<file path="src/rtl/pcoeff_result_collector_pkg.sv">
// Shared widths for the pcoeff result path (pipelineGlobals header).
// Build option: PCOEFF_RESULT_PARITY_EN adds one even-parity bit to every stored entry.
package pcoeff_result_collector_pkg;

  localparam int unsigned PCOEFF_COUNT_BITWIDTH_DEFAULT = 10;
  localparam int unsigned PCOEFF_SUM_BITWIDTH = PCOEFF_COUNT_BITWIDTH_DEFAULT + 35;

`ifdef PCOEFF_RESULT_PARITY_EN
  localparam int unsigned RESULT_PARITY_BITS = 1;
`else
  localparam int unsigned RESULT_PARITY_BITS = 0;
`endif

  localparam int unsigned RESULT_ENTRY_BITWIDTH =
    PCOEFF_SUM_BITWIDTH + PCOEFF_COUNT_BITWIDTH_DEFAULT + RESULT_PARITY_BITS;

  // Sum width derived from a given count width.
  function automatic int unsigned sum_width(input int unsigned count_bw);
    return count_bw + 35;
  endfunction

  // Stored entry width: {parity?, sum, count}.
  function automatic int unsigned entry_width(input int unsigned count_bw);
    return sum_width(count_bw) + count_bw + RESULT_PARITY_BITS;
  endfunction

endpackage

</file>
<file path="src/rtl/pcoeff_result_collector_fifo.sv">
// result_register_fifo: register-array FIFO with registered show-ahead head,
// occupancy counter and full flag. out_valid doubles as the registered not-empty flag.
module result_register_fifo #(
  parameter int unsigned WIDTH      = 55,
  parameter int unsigned DEPTH_LOG2 = 5
) (
  input  logic                  clk,
  input  logic                  rst,
  input  logic                  wr_en,
  input  logic [WIDTH-1:0]      wr_data,
  input  logic                  rd_ready,
  output logic                  out_valid,
  output logic [WIDTH-1:0]      out_data,
  output logic [DEPTH_LOG2:0]   occupancy_next,
  output logic                  full,
  output logic                  wr_accept
);

  localparam int unsigned DEPTH = 1 << DEPTH_LOG2;
  localparam logic [DEPTH_LOG2:0]   DEPTH_CNT = (DEPTH_LOG2+1)'(DEPTH);
  localparam logic [DEPTH_LOG2:0]   ONE_CNT   = (DEPTH_LOG2+1)'(1);
  localparam logic [DEPTH_LOG2-1:0] PTR_ONE   = DEPTH_LOG2'(1);

  logic [WIDTH-1:0]      mem_q [DEPTH];
  logic [DEPTH_LOG2-1:0] wr_ptr_q, wr_ptr_d;
  logic [DEPTH_LOG2-1:0] rd_ptr_q, rd_ptr_d;
  logic [DEPTH_LOG2:0]   count_q, count_d;
  logic                  out_valid_q, out_valid_d;
  logic [WIDTH-1:0]      out_data_q, out_data_d;
  logic                  rd_accept;

  assign full      = (count_q == DEPTH_CNT);
  assign rd_accept = out_valid_q && rd_ready;
  assign wr_accept = wr_en && (!full || rd_accept);

  // Pointer/occupancy update and next head selection.
  always_comb begin
    wr_ptr_d   = wr_ptr_q;
    rd_ptr_d   = rd_ptr_q;
    count_d    = count_q;
    out_data_d = out_data_q;
    if (wr_accept) wr_ptr_d = wr_ptr_q + PTR_ONE;
    if (rd_accept) rd_ptr_d = rd_ptr_q + PTR_ONE;
    case ({wr_accept, rd_accept})
      2'b10:   count_d = count_q + ONE_CNT;
      2'b01:   count_d = count_q - ONE_CNT;
      default: count_d = count_q;
    endcase
    out_valid_d = (count_d != '0);
    // The head is loaded from the input when the incoming entry becomes the
    // only one left (empty FIFO, or one entry popped in the same cycle).
    if (out_valid_d) begin
      if (wr_accept && (count_q == '0 || (count_q == ONE_CNT && rd_accept)))
        out_data_d = wr_data;
      else
        out_data_d = mem_q[rd_ptr_d];
    end
  end

  // Control and head registers.
  always_ff @(posedge clk) begin
    if (rst) begin
      wr_ptr_q    <= '0;
      rd_ptr_q    <= '0;
      count_q     <= '0;
      out_valid_q <= 1'b0;
      out_data_q  <= '0;
    end else begin
      wr_ptr_q    <= wr_ptr_d;
      rd_ptr_q    <= rd_ptr_d;
      count_q     <= count_d;
      out_valid_q <= out_valid_d;
      out_data_q  <= out_data_d;
    end
  end

  // Storage array; contents are don't-care until written.
  always_ff @(posedge clk) begin
    if (wr_accept) mem_q[wr_ptr_q] <= wr_data;
  end

  assign out_valid      = out_valid_q;
  assign out_data       = out_data_q;
  assign occupancy_next = count_d;

endmodule

</file>
<file path="src/rtl/pcoeff_result_collector.sv">
// pcoeff_result_collector: buffers per-batch pipeline results, drives slowDown,
// keeps running totals and a sticky overflow flag.
// Build option: PCOEFF_RESULT_PARITY_EN adds per-entry parity and the eccStatus port.
module pcoeff_result_collector
  import pcoeff_result_collector_pkg::*;
#(
  parameter int unsigned PCOEFF_COUNT_BITWIDTH = PCOEFF_COUNT_BITWIDTH_DEFAULT,
  parameter int unsigned DEPTH_LOG2            = 5,
  parameter int unsigned ALMOST_FULL_MARGIN    = 8,
  parameter int unsigned TOTAL_BITWIDTH        = 64
) (
  input  logic                                clk,
  input  logic                                rst,
  input  logic                                resultValid,
  input  logic [PCOEFF_COUNT_BITWIDTH+34:0]   pcoeffSum,
  input  logic [PCOEFF_COUNT_BITWIDTH-1:0]    pcoeffCount,
  output logic                                slowDown,
  output logic                                outValid,
  input  logic                                outReady,
  output logic [PCOEFF_COUNT_BITWIDTH+34:0]   outSum,
  output logic [PCOEFF_COUNT_BITWIDTH-1:0]    outCount,
  output logic [TOTAL_BITWIDTH-1:0]           totalSum,
  output logic [31:0]                         resultsAccepted,
`ifdef PCOEFF_RESULT_PARITY_EN
  output logic                                overflowErr,
  output logic                                eccStatus
`else
  output logic                                overflowErr
`endif
);

  localparam int unsigned SUM_W   = sum_width(PCOEFF_COUNT_BITWIDTH);
  localparam int unsigned ENTRY_W = entry_width(PCOEFF_COUNT_BITWIDTH);
  localparam int unsigned DEPTH   = 1 << DEPTH_LOG2;
  localparam logic [DEPTH_LOG2:0] SLOW_CNT = (DEPTH_LOG2+1)'(DEPTH - ALMOST_FULL_MARGIN);

  logic [ENTRY_W-1:0]        wr_entry, head_entry;
  logic                      fifo_out_valid, fifo_full, fifo_wr_accept;
  logic [DEPTH_LOG2:0]       fifo_occ_next;

  logic                      slow_q, slow_d;
  logic [TOTAL_BITWIDTH-1:0] total_q, total_d;
  logic [31:0]               accepted_q, accepted_d;
  logic                      overflow_q, overflow_d;

`ifdef PCOEFF_RESULT_PARITY_EN
  logic                      ecc_q, ecc_d;
  assign wr_entry = {^{pcoeffSum, pcoeffCount}, pcoeffSum, pcoeffCount};
`else
  assign wr_entry = {pcoeffSum, pcoeffCount};
`endif

  result_register_fifo #(
    .WIDTH      (ENTRY_W),
    .DEPTH_LOG2 (DEPTH_LOG2)
  ) u_fifo (
    .clk            (clk),
    .rst            (rst),
    .wr_en          (resultValid),
    .wr_data        (wr_entry),
    .rd_ready       (outReady),
    .out_valid      (fifo_out_valid),
    .out_data       (head_entry),
    .occupancy_next (fifo_occ_next),
    .full           (fifo_full),
    .wr_accept      (fifo_wr_accept)
  );

  // Backpressure, accumulators and sticky overflow.
  always_comb begin
    slow_d     = (fifo_occ_next >= SLOW_CNT);
    total_d    = total_q;
    accepted_d = accepted_q;
    overflow_d = overflow_q;
    if (fifo_wr_accept) begin
      total_d    = total_q + TOTAL_BITWIDTH'(pcoeffSum);
      accepted_d = accepted_q + 32'd1;
    end
    if (resultValid && fifo_full && !(fifo_out_valid && outReady))
      overflow_d = 1'b1;
  end

  // Status registers.
  always_ff @(posedge clk) begin
    if (rst) begin
      slow_q     <= 1'b0;
      total_q    <= '0;
      accepted_q <= '0;
      overflow_q <= 1'b0;
    end else begin
      slow_q     <= slow_d;
      total_q    <= total_d;
      accepted_q <= accepted_d;
      overflow_q <= overflow_d;
    end
  end

`ifdef PCOEFF_RESULT_PARITY_EN
  // Parity over the registered head; any odd-weight head sets the sticky flag.
  always_comb begin
    ecc_d = ecc_q | (fifo_out_valid && (^head_entry));
  end

  // Sticky parity error register.
  always_ff @(posedge clk) begin
    if (rst) ecc_q <= 1'b0;
    else     ecc_q <= ecc_d;
  end

  assign eccStatus = ecc_q;
`endif

  assign slowDown        = slow_q;
  assign outValid        = fifo_out_valid;
  assign outSum          = head_entry[PCOEFF_COUNT_BITWIDTH +: SUM_W];
  assign outCount        = head_entry[PCOEFF_COUNT_BITWIDTH-1:0];
  assign totalSum        = total_q;
  assign resultsAccepted = accepted_q;
  assign overflowErr     = overflow_q;

endmodule

</file>
<file path="config.mk">
export PLATFORM = sky130hd
export DESIGN_NAME = pcoeff_result_collector
export DESIGN_NICKNAME = d
export VERILOG_FILES = /design/src/rtl/pcoeff_result_collector_pkg.sv /design/src/rtl/pcoeff_result_collector_fifo.sv /design/src/rtl/pcoeff_result_collector.sv
export SDC_FILE = /design/constraint.sdc
export NUM_CORES = 2
export LEC_CHECK = 0
export BUFFER_PORTS_ARGS = -buffer_cell sky130_fd_sc_hd__buf_4
export CORE_ASPECT_RATIO = 1.5
export CORE_MARGIN = 2
export CORE_UTILIZATION = 25
export DETAILED_ROUTE_END_ITERATION = 7
export PLACE_DENSITY = 0.39
export SETUP_SLACK_MARGIN = 0.15
export SYNTH_ARGS = -nofsm -noshare
export SYNTH_HDL_FRONTEND = slang
export SYNTH_SLANG_ARGS = --single-unit
</file>
<file path="constraint.sdc">
create_clock -name clk -period 7.54 [get_ports clk]
set_clock_uncertainty 0.2 [all_clocks]
set_input_delay 0.377 -clock clk [delete_from_list [all_inputs] [get_ports clk]]
set_output_delay 0.377 -clock clk [all_outputs]
set_load 0.01 [all_outputs]
</file>
* Word-level counts from Yosys, hierarchy flattened
Memories as Yosys holds them, arrays and structs flattened. Cells that the tools add are included.
Word-level totals: output and inout bits 154, memories 1, bits in read-only memories 0, latch bits 0, input port bits 59, register bits 170, logic and storage cells 38, bits in writable memories 1760
Operators by class: reductions and logical operators 12, shift operators 0, multiplexer cells 5, multiply operators 0, add/sub/neg operators 6, bitwise operators 0, divide/modulo/power cells 0, equal/unequal tests 4, magnitude comparators 1
Memories:
- u_fifo.mem_q | words 32, bits a word 55, rd ports 1, clocked after Yosys merged registers in 0, write ports 1, RTL line pcoeff_result_collector_fifo.sv:24 | logic [WIDTH-1:0] mem_q [DEPTH];
Operator list (count):
- $add A64 B45 Y64 | 1
- $mux W55 | 1
- $add A32 B1 Y32 const B | 1
- $pmux W6 S2 | 1
- $add A5 B1 Y5 const B | 2
- $add A6 B1 Y6 const B | 1
- $eq A6 B1 Y1 const B | 1
- $eq A6 B6 Y1 const B | 1
- $ge A6 B5 Y1 const B | 1
- $logic_and A1 B1 Y1 | 6
- $logic_not A6 Y1 | 1
- $reduce_bool A6 Y1 | 1
- $sub A6 B1 Y6 const B | 1
- $mux W5 | 1
- $eq A2 B1 Y1 const B | 1
- $eq A2 B2 Y1 const B | 1
- $logic_not A1 Y1 | 2
- $logic_or A1 B1 Y1 | 2
- $mux W1 | 2

* Longest topological paths before layout
depth after elaboration 7, mapped depth 21

* Cells and area by module
A second synthesis with hierarchy kept.
Unflattened totals: cell total of the unflattened synthesis 4776, area, all modules 78502.8 um2
Modules (own cells, without submodules):
- result_register_fifo | instances 1, cells each 3878, seq. area each 54292.1 um2, area each 71631.2 um2
- pcoeff_result_collector | instances 1, cells each 898, seq. area each 1961.9 um2, area each 6871.6 um2

* Worst setup path before layout
OpenSTA, ideal clock, no wires.
path type register to register, start point register u_fifo.count_q[0], end point memory u_fifo.mem_q[22][0], enable pin, arrival 4.430 ns, clock period less this slack 5.098 ns, data required time 6.872 ns, path slack 2.442 ns, buffers on the path 3, cell stages (with the launch flop) 11, cell sequence dfxtp_1 clkbuf_1 inv_1 ha_1 and3_4 a21o_4 clkinv_2 clkbuf_1 buf_1 nand2_1 nor2_1
On the way: cells in the longest elaborated chain, start to end 6
RTL lines:
- from (decl) | RTL line pcoeff_result_collector_fifo.sv:27 | logic [DEPTH_LOG2:0] count_q, count_d;
- from (signal assigned) | RTL line pcoeff_result_collector_fifo.sv:71 | count_q <= count_d;
- $eq A6 B6 Y1 | RTL line pcoeff_result_collector_fifo.sv:32 | assign full = (count_q == DEPTH_CNT);
- $logic_not A1 Y1 | RTL line pcoeff_result_collector_fifo.sv:34 | assign wr_accept = wr_en && (!full || rd_accept);
- $logic_or A1 B1 Y1 | RTL line pcoeff_result_collector_fifo.sv:34
- $logic_and A1 B1 Y1 | RTL line pcoeff_result_collector_fifo.sv:34
- $mux W1 | RTL line pcoeff_result_collector_fifo.sv:79 | if (wr_accept) mem_q[wr_ptr_q] <= wr_data;
- $mux W1 (not written as such) | RTL line pcoeff_result_collector_fifo.sv:79
- to (decl) | RTL line pcoeff_result_collector_fifo.sv:24
No other way between the ends.

* Final worst setup path
start point register u_fifo.count_q[2], end point register u_fifo.out_data_q[17] (netlist: u_fifo.out_data[17])
On the way: cells in the longest elaborated chain, start to end 7
RTL lines:
- $eq A6 B6 Y1 | RTL line pcoeff_result_collector_fifo.sv:32
- $logic_not A1 Y1 | RTL line pcoeff_result_collector_fifo.sv:34
- $logic_or A1 B1 Y1 | RTL line pcoeff_result_collector_fifo.sv:34
- $logic_and A1 B1 Y1 | RTL line pcoeff_result_collector_fifo.sv:34
- $eq A2 B1 Y1 or $eq A2 B2 Y1 (tied branches) | RTL line pcoeff_result_collector_fifo.sv:44 | case ({wr_accept, rd_accept})
- $pmux W6 S2 | RTL line pcoeff_result_collector_fifo.sv:44
- $reduce_bool A6 Y1 | RTL line pcoeff_result_collector_fifo.sv:49 | out_valid_d = (count_d != '0);
- to (signal assigned) | RTL line pcoeff_result_collector_fifo.sv:73 | out_data_q <= out_data_d;
- to (decl) | RTL line pcoeff_result_collector_fifo.sv:29 | logic [WIDTH-1:0] out_data_q, out_data_d;
Parallel ways exist; a longest one is shown, timed or not. A chain may end at the register's enable or synchronous reset.

==> impl_metrics.ini <==
[status]
status = completed

[critical_path]
start_kind = flip-flop
path_cells = nor3_1 -> a21o_4 -> clkinv_2 -> ha_1 -> nor4_1 -> o221ai_1 -> a21oi_1 -> and4_4 -> buf_4 -> nand2_1 -> a21oi_1
r2r-start = u_fifo.count_q[2]
r2r-end = u_fifo.out_data[17]
worst_ep_arrival_time_ns = 6.06
worstPathRequired_ns = 8.13
critPathCaptureType = flip-flop
reg2reg_depth = 11
max_stage_delay_ns = 0.92
worstPathMaxFanout = 41
crit_start = u_fifo.count_q[2]
critical_path.endpoint = u_fifo.out_data[17]
path_class = flip-flop to flip-flop
ff2ff_setup_slack_ns = 2.08
crit_path_frequent_cell = a21oi_1
cpMaxStageDelayCell = and4_4

[synth]
yosysTopAreaCellShare = 0.683
avgSynthCellArea_um2 = 18.8
synth.cell_area_um2 = 77300
ys_seq_elements = 1930
ys.flop_type = edfxtp_1
synth_cell_type_count = 76
post-synth-top-area-cell = edfxtp_1
ys_warn_count = 0
ys_top_cells_by_area = edfxtp_1 (68%), mux4_2 (13%), dfxtp_1 (4.4%)
async_flop_share = 0
synth_edf_count = 1760
yosysSeqAreaShare = 0.727
synthesis.nets = 4223
syn_inst = 4106

[routing]
drt_pass1_iterations = 5
avgViaCountPerCell = 4.62
drtIter0Drc = 2452
via_count = 39905
wl_um = 238000
final_antenna_net_count = 0
wl_per_cell_um = 27.5
drc = 0

[grt]
globalRoute.totalOverflow = 0
first_global_vias = 42736
gr-usage-all-layers = 0.149
grt_pass1_wl_um = 337000
grt_max_degree = 110
antenna_found_initial = 8

[clocking]
clock_path_buffers = 4
path_clk_slew_ns = 0.06
post-cts-setup-buffers = 0
worstSkewPairLatency_ns = 0.87
cts_tree = yes
numCtsBuffers = 201
cts_sinks = 1930
clockRootBuffer = clkbuf_16
htree_levels = 4

[cells_and_area]
nNetsFinal = 4560
instances_no_fill = 8643
multiInputGateArea_um2 = 20100
layout_common_cells = edfxtp_1 (1760), mux4_2 (448), nand2_1 (303)
layout-drive-gt1-share = 0.264
area.sequential_um2 = 56300
fin_util = 0.296
final_area_um2 = 91200
mostFrequentLayoutCell = edfxtp_1
area_delta_synth_final_pct = 17.9
fillCellCount = 30408

[floorplan]
start_util = 0.251
rows = 250
fp.dieArea_um2 = 314000
core-area_um2 = 308000
die_h_um = 685
die_w_um = 458
ioPinCount = 213

[timing]
fin_crit_ns = 5.46
worstMarginPinSlew_ns = 1.16
rsz0062_at_grt = false
period_share = 0.724
tns_ns = 0
setup_ws_ns = 2.08
max_slew_margin = 0.230
drv_slew = 0
setup_viol = 0
holdWs_ns = 0.175
hold_viol = 0
max_freq_ghz = 0.183

[pwr]
pwr_density_cell_nw_per_um2 = 285
sw_frac_of_total = 0.256
p_leak_nw = 30.1
pwr-share-seq = 0.464
switching_power_mw = 6.66
intPower_mw = 19.3
vdd_drop_max_mv = 0.175
power.share.clock = 0.386
power_mw = 26.0
comb_power_share = 0.150

[min_path]
min_path_type = input pin to flip-flop
hold_start = outReady

[placed_design]
dp_hpwl_um = 141000
gp_congestion = 0.767
place_area_um2 = 84100
placed_cells = 8214
post-place-ws_ns = 1.95
portBuffers = 212

[run]
max_cap_viol_count = 0
cells in the mapped netlist, drive strengths merged, types with 3 or more instances:
master,instances
a2111oi,4
a211oi,8
a21boi,4
a21o,15
a21oi,162
a31oi,5
and2,7
and3,19
and4,4
buf,148
clkbuf,86
dfxtp,170
edfxtp,1760
ha,57
inv,26
mux2,114
mux2i,109
mux4,448
nand2,304
nand3,40
nand3b,5
nand4,23
nor2,135
nor2b,14
nor3,20
nor4,5
nor4b,3
o2111ai,4
o211ai,166
o21a,11
o21ai,90
o21bai,9
o221ai,3
o22ai,9
o31ai,4
or2,3
or3,12
xnor2,37
xor2,38
worst min-delay path by stage:
stage                           to  slack [ns]  depth (start not counted)
6_report        u_fifo.rd_ptr_q[2]        0.17                          5
5_1_grt         u_fifo.rd_ptr_q[2]        0.19                          5
4_1_cts         u_fifo.rd_ptr_q[2]        0.10                          5
3_5_place_dp   u_fifo.out_data[51]        0.25                          2
3_3_place_gp   u_fifo.out_data[52]        0.24                          2
2_1_floorplan   u_fifo.mem_q[0][0]        0.28                          0
repair_timing:
action,CTS,global route
hold endpoints to repair,1881,0
gates resized for setup,0,0
setup endpoints to repair,0,0
hold buffers,58,0
power groups by stage:
stage | combinational (mW) | clock, mW | sequential (mW)
after floorplan | 2.56 | 0 | 12.3
after global placement | 4.01 | 0 | 12.3
after detailed placement | 4.01 | 0 | 12.3
after CTS | 4.04 | 10.4 | 12.1
after global routing | 4.26 | 10.7 | 12.1
final | 3.89 | 10.0 | 12.1
critical path: cells and delay by family, from the launching register on:
family	cells	cell delay [ns]
AOI/OAI and AO/OA	4	1.03
adders and majority gates	1	0.66
buffers and inverters	2	1.20
DFF	1	0.39
and+or+nand+nor	4	1.79
state kept, by name (all words and copies together), names as in the netlist:
signal and flops:
slowDown 1, u_fifo.count_q 6, u_fifo.mem_q 1760, u_fifo.rd_ptr_q 5
u_fifo.out_valid 1, totalSum 64, overflowErr 1, u_fifo.wr_ptr_q 5
resultsAccepted 32, u_fifo.out_data 55
cell type report:
cell class | count | share of cell area
clock inverter | 92 | 0.0108
tap | 4032 | 0.0553
inverter | 27 | 0.00113
clock buffer | 272 | 0.0604
antenna | 7 | 0.000192
timing repair buffer | 368 | 0.0352
multi-input combinational | 1915 | 0.220
sequential | 1930 | 0.617
routing by layer:
metal | global-route usage | wire length [um] | vias up | share of wire
met2 | 0.269 | 124000 | 769 | 0.52
met4 | 0.0326 | 4500 | 2 | 0.019
li1 | - | - | 17352 | -
met3 | 0.0239 | 9400 | 260 | 0.040
met1 | 0.187 | 99700 | 21522 | 0.42
met5 | 0 | 11 | - | 0.000046
cell families after synthesis:
kind of cell | count (synthesis) | synth area share
buf+inv | 261 | 0.0171
flops | 1930 | 0.727
simple gates | 600 | 0.0341
xor+xnor | 75 | 0.00874
compound gates | 511 | 0.0419
mux | 671 | 0.161
fa+ha+maj | 58 | 0.00948
Power figures use the tool's default switching activity.
